### config.mk
export PLATFORM = sky130hd
export DESIGN_NAME = instruction_fetch_register_flat
export DESIGN_NICKNAME = d
export VERILOG_FILES = /design/src/rtl/instruction_fetch_register_pkg.sv /design/src/rtl/instruction_fetch_register_if.sv /design/src/rtl/instruction_fetch_register_imm_extend.sv /design/src/rtl/instruction_fetch_register.sv /design/src/flat_wrapper.sv
export SDC_FILE = /design/constraint.sdc
export NUM_CORES = 1
export LEC_CHECK = 0
export BUFFER_PORTS_ARGS = -buffer_cell sky130_fd_sc_hd__buf_2
export CORE_UTILIZATION = 42
export DETAILED_ROUTE_END_ITERATION = 8
export HOLD_SLACK_MARGIN = 0.1
export PLACE_DENSITY_LB_ADDON = 0.15
export SLEW_MARGIN = 20
export SYNTH_ARGS = -nofsm -noshare
export SYNTH_HDL_FRONTEND = slang
export SYNTH_HIERARCHICAL = 1
export SYNTH_SLANG_ARGS = --single-unit
### constraint.sdc
create_clock -name CLK -period 1.9 [get_ports CLK]
set_input_delay 0.285 -clock CLK [delete_from_list [all_inputs] [get_ports CLK]]
set_output_delay 0.285 -clock CLK [all_outputs]
set_load 0.1 [all_outputs]
### src/rtl/instruction_fetch_register_pkg.sv
// Shared fetch-stage definitions: FSM state encodings, instruction field positions
// and the opcode constants that control_unit decodes.
package instruction_fetch_register_pkg;

    typedef enum logic [1:0] {
        ST_IDLE = 2'd0,
        ST_REQ  = 2'd1,
        ST_WAIT = 2'd2,
        ST_DONE = 2'd3
    } fetchState_e;

    localparam int INSTR_W  = 16;
    localparam int OPC_HI   = 15;
    localparam int OPC_LO   = 11;
    localparam int FLAG_BIT = 10;
    localparam int IMM_HI   = 9;

    localparam logic [4:0] OPC_SPUT = 5'd1;
    localparam logic [4:0] OPC_AADD = 5'd2;
    localparam logic [4:0] OPC_ASUB = 5'd3;
    localparam logic [4:0] OPC_SPEK = 5'd4;
    localparam logic [4:0] OPC_SPOP = 5'd5;
    localparam logic [4:0] OPC_APUT = 5'd10;

endpackage

### src/rtl/instruction_fetch_register_if.sv
// Fetch-stage bus: control_unit request, instruction memory handshake and decoded IR fields.
interface instruction_fetch_register_if #(
    parameter int ADDR_W = 16
);
    logic              FetchStart;
    logic [ADDR_W-1:0] PC;
    logic [15:0]       MemRData;
    logic              MemReady;
    logic              MemReq;
    logic [ADDR_W-1:0] MemAddr;
    logic [4:0]        OPCODE;
    logic              flagbit;
    logic [15:0]       ImmSE;
    logic [15:0]       ImmZE;
    logic              IRValid;
    logic              FetchBusy;
    logic              FetchErr;

    modport master (
        output FetchStart, PC, MemRData, MemReady,
        input  MemReq, MemAddr, OPCODE, flagbit, ImmSE, ImmZE, IRValid, FetchBusy, FetchErr
    );

    modport slave (
        input  FetchStart, PC, MemRData, MemReady,
        output MemReq, MemAddr, OPCODE, flagbit, ImmSE, ImmZE, IRValid, FetchBusy, FetchErr
    );
endinterface

### src/rtl/instruction_fetch_register_imm_extend.sv
// Combinational widening of the 10-bit IR immediate into sign- and zero-extended forms.
module instruction_fetch_register_imm_extend
    import instruction_fetch_register_pkg::*;
(
    input  logic [IMM_HI:0]      immField,
    output logic [INSTR_W-1:0]   immSE,
    output logic [INSTR_W-1:0]   immZE
);
    localparam int EXT_W = INSTR_W - IMM_HI - 1;

    assign immSE = {{EXT_W{immField[IMM_HI]}}, immField};
    assign immZE = {{EXT_W{1'b0}}, immField};
endmodule

### src/rtl/instruction_fetch_register.sv
// Instruction fetch stage: reads one word at PC over a ready handshake into IR, which
// stays constant until the next successful fetch, and decodes it for control_unit.
module instruction_fetch_register
    import instruction_fetch_register_pkg::*;
#(
    parameter int ADDR_W  = 16,
    parameter int TIMEOUT = 15
) (
    input  logic                        CLK,
    input  logic                        Reset,
    instruction_fetch_register_if.slave fetchBus
);
    localparam logic [3:0] TIMEOUT_C = 4'(TIMEOUT);

    fetchState_e        state;
    fetchState_e        nextState;
    logic [INSTR_W-1:0] irReg;
    logic [INSTR_W-1:0] irNext;
    logic [ADDR_W-1:0]  memAddrReg;
    logic [ADDR_W-1:0]  memAddrNext;
    logic [3:0]         waitCnt;
    logic [3:0]         waitCntNext;
    logic [3:0]         waitCntInc;
    logic               memReqReg;
    logic               memReqNext;
    logic               irValidReg;
    logic               irValidNext;
    logic               busyReg;
    logic               busyNext;
    logic               errReg;
    logic               errNext;

    // waitCntInc counts the current WAIT cycle, so the TIMEOUT-th WAIT cycle is the last one
    assign waitCntInc = waitCnt + 4'd1;

    // State register
    always_ff @(posedge CLK or negedge Reset) begin
        if (!Reset) begin
            state <= ST_IDLE;
        end else begin
            state <= nextState;
        end
    end

    // Next-state logic; a ready on the timeout cycle still completes the fetch
    always_comb begin
        nextState = state;
        case (state)
            ST_IDLE: begin
                if (fetchBus.FetchStart) nextState = ST_REQ;
                else                     nextState = ST_IDLE;
            end
            ST_REQ: begin
                if (fetchBus.MemReady) nextState = ST_DONE;
                else                   nextState = ST_WAIT;
            end
            ST_WAIT: begin
                if (fetchBus.MemReady)            nextState = ST_DONE;
                else if (waitCntInc == TIMEOUT_C) nextState = ST_IDLE;
                else                              nextState = ST_WAIT;
            end
            ST_DONE: nextState = ST_IDLE;
            default: nextState = ST_IDLE;
        endcase
    end

    // Next values of the registered outputs, IR, fetch address and timeout counter
    always_comb begin
        memReqNext  = (nextState == ST_REQ) || (nextState == ST_WAIT);
        busyNext    = memReqNext;
        irValidNext = (nextState == ST_DONE);
        irNext      = irReg;
        memAddrNext = memAddrReg;
        waitCntNext = waitCnt;
        errNext     = errReg;
        case (state)
            ST_IDLE: begin
                if (fetchBus.FetchStart) begin
                    memAddrNext = fetchBus.PC;
                    waitCntNext = 4'd0;
                    errNext     = 1'b0;
                end else begin
                    memAddrNext = memAddrReg;
                end
            end
            ST_REQ: begin
                if (fetchBus.MemReady) irNext = fetchBus.MemRData;
                else                   irNext = irReg;
            end
            ST_WAIT: begin
                if (fetchBus.MemReady) begin
                    irNext = fetchBus.MemRData;
                end else if (waitCntInc == TIMEOUT_C) begin
                    errNext = 1'b1;
                end else begin
                    waitCntNext = waitCntInc;
                end
            end
            ST_DONE: irNext = irReg;
            default: irNext = irReg;
        endcase
    end

    // Output and datapath registers
    always_ff @(posedge CLK or negedge Reset) begin
        if (!Reset) begin
            irReg      <= {INSTR_W{1'b0}};
            memAddrReg <= {ADDR_W{1'b0}};
            waitCnt    <= 4'd0;
            memReqReg  <= 1'b0;
            irValidReg <= 1'b0;
            busyReg    <= 1'b0;
            errReg     <= 1'b0;
        end else begin
            irReg      <= irNext;
            memAddrReg <= memAddrNext;
            waitCnt    <= waitCntNext;
            memReqReg  <= memReqNext;
            irValidReg <= irValidNext;
            busyReg    <= busyNext;
            errReg     <= errNext;
        end
    end

    instruction_fetch_register_imm_extend immExt (
        .immField (irReg[IMM_HI:0]),
        .immSE    (fetchBus.ImmSE),
        .immZE    (fetchBus.ImmZE)
    );

    assign fetchBus.MemReq    = memReqReg;
    assign fetchBus.MemAddr   = memAddrReg;
    assign fetchBus.OPCODE    = irReg[OPC_HI:OPC_LO];
    assign fetchBus.flagbit   = irReg[FLAG_BIT];
    assign fetchBus.IRValid   = irValidReg;
    assign fetchBus.FetchBusy = busyReg;
    assign fetchBus.FetchErr  = errReg;
endmodule
### src/flat_wrapper.sv
// flat-port wrapper written by rule: the top's interface ports become plain ports
module instruction_fetch_register_flat import instruction_fetch_register_pkg::*;
#(
    parameter int ADDR_W  = 16,
    parameter int TIMEOUT = 15
)
  (CLK, Reset, fetchBus_FetchStart, fetchBus_PC, fetchBus_MemRData, fetchBus_MemReady, fetchBus_MemReq, fetchBus_MemAddr, fetchBus_OPCODE, fetchBus_flagbit, fetchBus_ImmSE, fetchBus_ImmZE, fetchBus_IRValid, fetchBus_FetchBusy, fetchBus_FetchErr);
  instruction_fetch_register_if #(.ADDR_W(ADDR_W)) fetchBus_i ();
  input  logic CLK;
  input  logic Reset;
  input wire logic [$bits(fetchBus_i.FetchStart)-1:0] fetchBus_FetchStart;
  input wire logic [$bits(fetchBus_i.PC)-1:0] fetchBus_PC;
  input wire logic [$bits(fetchBus_i.MemRData)-1:0] fetchBus_MemRData;
  input wire logic [$bits(fetchBus_i.MemReady)-1:0] fetchBus_MemReady;
  output wire logic [$bits(fetchBus_i.MemReq)-1:0] fetchBus_MemReq;
  output wire logic [$bits(fetchBus_i.MemAddr)-1:0] fetchBus_MemAddr;
  output wire logic [$bits(fetchBus_i.OPCODE)-1:0] fetchBus_OPCODE;
  output wire logic [$bits(fetchBus_i.flagbit)-1:0] fetchBus_flagbit;
  output wire logic [$bits(fetchBus_i.ImmSE)-1:0] fetchBus_ImmSE;
  output wire logic [$bits(fetchBus_i.ImmZE)-1:0] fetchBus_ImmZE;
  output wire logic [$bits(fetchBus_i.IRValid)-1:0] fetchBus_IRValid;
  output wire logic [$bits(fetchBus_i.FetchBusy)-1:0] fetchBus_FetchBusy;
  output wire logic [$bits(fetchBus_i.FetchErr)-1:0] fetchBus_FetchErr;
  assign fetchBus_i.FetchStart = fetchBus_FetchStart;
  assign fetchBus_i.PC = fetchBus_PC;
  assign fetchBus_i.MemRData = fetchBus_MemRData;
  assign fetchBus_i.MemReady = fetchBus_MemReady;
  assign fetchBus_MemReq = fetchBus_i.MemReq;
  assign fetchBus_MemAddr = fetchBus_i.MemAddr;
  assign fetchBus_OPCODE = fetchBus_i.OPCODE;
  assign fetchBus_flagbit = fetchBus_i.flagbit;
  assign fetchBus_ImmSE = fetchBus_i.ImmSE;
  assign fetchBus_ImmZE = fetchBus_i.ImmZE;
  assign fetchBus_IRValid = fetchBus_i.IRValid;
  assign fetchBus_FetchBusy = fetchBus_i.FetchBusy;
  assign fetchBus_FetchErr = fetchBus_i.FetchErr;
  instruction_fetch_register #(.ADDR_W(ADDR_W), .TIMEOUT(TIMEOUT)) u_core (.CLK(CLK), .Reset(Reset), .fetchBus(fetchBus_i));
endmodule
==> qor.yml <==
status:
  outcome: "complete, no violations"
yosys:
  synth_compound_area_frac: 0.0560
  yosysMostFrequentCell: "dfrtp_1"
  synthArstFlopShare: 1.00
  synth-xor-area-share: 0.00426
  synthFlopType: "dfrtp_1"
  ys_seq_elements: 41
  synth-edff-count: 0
  synth.distinct_cells: 35
  synthAdderAreaFrac: 0.0365
  netlist.area_leader.share: 0.499
  synthMuxAreaShare: 0.175
  synth_common_cells: "dfrtp_1 (41), buf_4 (38), mux2_2 (32)"
  synth.yosys.seq_area_share: 0.499
  synth-simple-area-share: 0.0749
  synthTopCellsByArea: "dfrtp_1 (50%), mux2_2 (18%), buf_4 (14%)"
  yosysTopAreaCell: "dfrtp_1"
  syn_area_mm2: 0.00205
  netlist_instances: 170
  avgSynthCellArea_um2: 12.1
  yosys_warnings: 6
  synth_top_family_by_area: "multiplexers"
floorplan:
  core_mm2: 0.00472
  boundaryPins: 94
  die_w_um: 71.9
  die_area_mm2: 0.00518
  rows: 25
  initial_core_util: 0.435
  die_h_um: 71.9
placement:
  hpwl_mm: 2.63
  dp_cells: 299
  gp_congestion: 0.810
  port_buffers: 87
worst_setup_path:
  path_class: "register to register"
  startpoint_type: "register"
  crit_arrival_ns: 2.01
  endpoint_kind: "register"
  worstPathRequired_ns: 2.07
  worstPathMaxFanout: 5
  crit_start: "u_core/state[1]"
  r2r_start: "u_core/state[1]"
detailed_routing:
  firstDrtPassIters: 4
  routed_wl_mm: 3.66
  wl_per_cell_um: 11.9
  routed_via_density: 4.63
  drcViolationCount: 0
  num_vias: 1426
  drt-initial-drc-count: 33
  postRouteAntennaNets: 0
global_routing:
  grt_max_degree: 42
  overflow: 0
  grt_antenna_before_repair: 0
  track_usage: 0.152
  grt_pass1_vias: 1330
  grt_pass1_wl_mm: 6.00
sta:
  min_period_ns: 1.84
  tns_ns: 0
  finalHoldViolCount: 0
  fmax_ghz: 0.544
  clock_skew_ns: 0.00928
  max-slew-margin-rel: 0.660
  drv_slew: 0
  worst_slew_pin_slew_ns: 0.510
  rsz0062_at_grt: "false"
  setup_viol: 0
  hold_slack_ns: 0.217
  finalCritPeriodShare: 0.968
clocking:
  root_buffer: "clkbuf_8"
  htreeDepth: 2
  post_cts_buffers: 0
  numCtsBuffers: 5
  clock_latency_ns: 0.29
  cts_max_path_buffers: 2
  cts.sinks: 41
  cts.clk_slew.worst_paths_ns: 0.08
  tritoncts: "yes"
flow_run:
  max-cap-violations: 0
finish:
  drive_gt1_frac: 0.622
  fin_nets: 282
  antenna_cells: 0
  n_fill_cell: 425
  area_growth_syn_to_layout_pct: 21.9
  stdcell_count: 308
worst_hold_path:
  hold_start: "fetchBus_PC[11]"
  hold_class: "input port to register"
cell usage in the layout (no fill, tap or decap), types with 2 or more instances in the layout:
master	instances
nor4_1	2
ha_1	3
buf_2	87
o21ai_0	3
nand3_1	2
nand2_1	7
ha_2	2
nor2b_1	2
inv_1	3
nor2_1	4
a21oi_1	3
mux2_2	32
buf_4	10
inv_2	2
clkbuf_8	5
dfrtp_1	40
clkinv_2	2
conb_1	6
cell type report:
class	count	area [um^2]	share of cell area
clock inverters	3	17.5	0.00700
well taps	67	83.8	0.0335
repair buffers	98	520	0.208
inverters	5	18.8	0.00750
flip-flops and latches	41	1030	0.410
clock buffers	5	68.8	0.0275
multi-input cells	89	767	0.306
per-layer routing:
layer | vias to the layer above | global-route usage | part of all wire
met3 | 6 | 0.0556 | 0.081
li1 | 682 | - | -
met5 | - | 0 | 0
met2 | 81 | 0.244 | 0.47
met4 | 0 | 0.0763 | 0.016
met1 | 657 | 0.179 | 0.43
worst max-delay path, cell delays in order (launching register included):
cell and delay [ns]:
dfrtp_2 0.41, inv_2 0.05, ha_2 0.18, nor2b_2 0.18, or4_1 0.47, o221a_1 0.24, o22a_1 0.19
repair_timing:
| action | 4_1_cts | 5_1_grt |
|---|---|---|
| hold buffers | 1 | 0 |
| endpoints found under the setup margin | 0 | 3 |
| resized for setup | 0 | 10 |
| hold endpoints to repair | 41 | 0 |
worst paths after layout:
path,endpoint,slack (ns),cells past startpoint
worst max-delay path,u_core/waitCnt[3],0.06,6
worst min-delay path,u_core/fetchBus.MemAddr[11],0.22,2
worst max register to register,u_core/waitCnt[3],0.06,6
worst min register to register,u_core/irReg[10],0.50,1
max in group asynchronous,u_core/state[1],0.95,3
min in group asynchronous,u_core/fetchBus.MemAddr[11],0.58,3
cells by family after synthesis:
kind of cell,count (synthesis)
buffers and inverters,45
flip-flops,41
XOR/XNOR,1
adder cells (fa/ha/maj),6
multiplexers,32
AO/OA/AOI/OAI,16
other,1
AND/OR/NAND/NOR,28
state kept, by name, indices dropped and copies added (netlist names):
register / cells
u_core/state: 2
u_core/fetchBus.FetchBusy: 1
u_core/irReg: 16
u_core/fetchBus.MemAddr: 16
u_core/fetchBus.FetchErr: 1
u_core/waitCnt: 4
u_core/fetchBus.IRValid: 1
metrics by stage:
stage,setup slack [ns],utilization,cell area (um^2)
floorplan,0.0646,-,2070
global placement,0.0679,0.503,2370
detailed placement,0.0349,0.503,2370
CTS,0.00524,0.523,2470
global route,0.00354,0.530,2500
finish,0.0617,0.530,2500
Power is left out: the tool's default activity adds up to more than one toggle a clock period on the data nets, which glitch-free logic cannot reach.
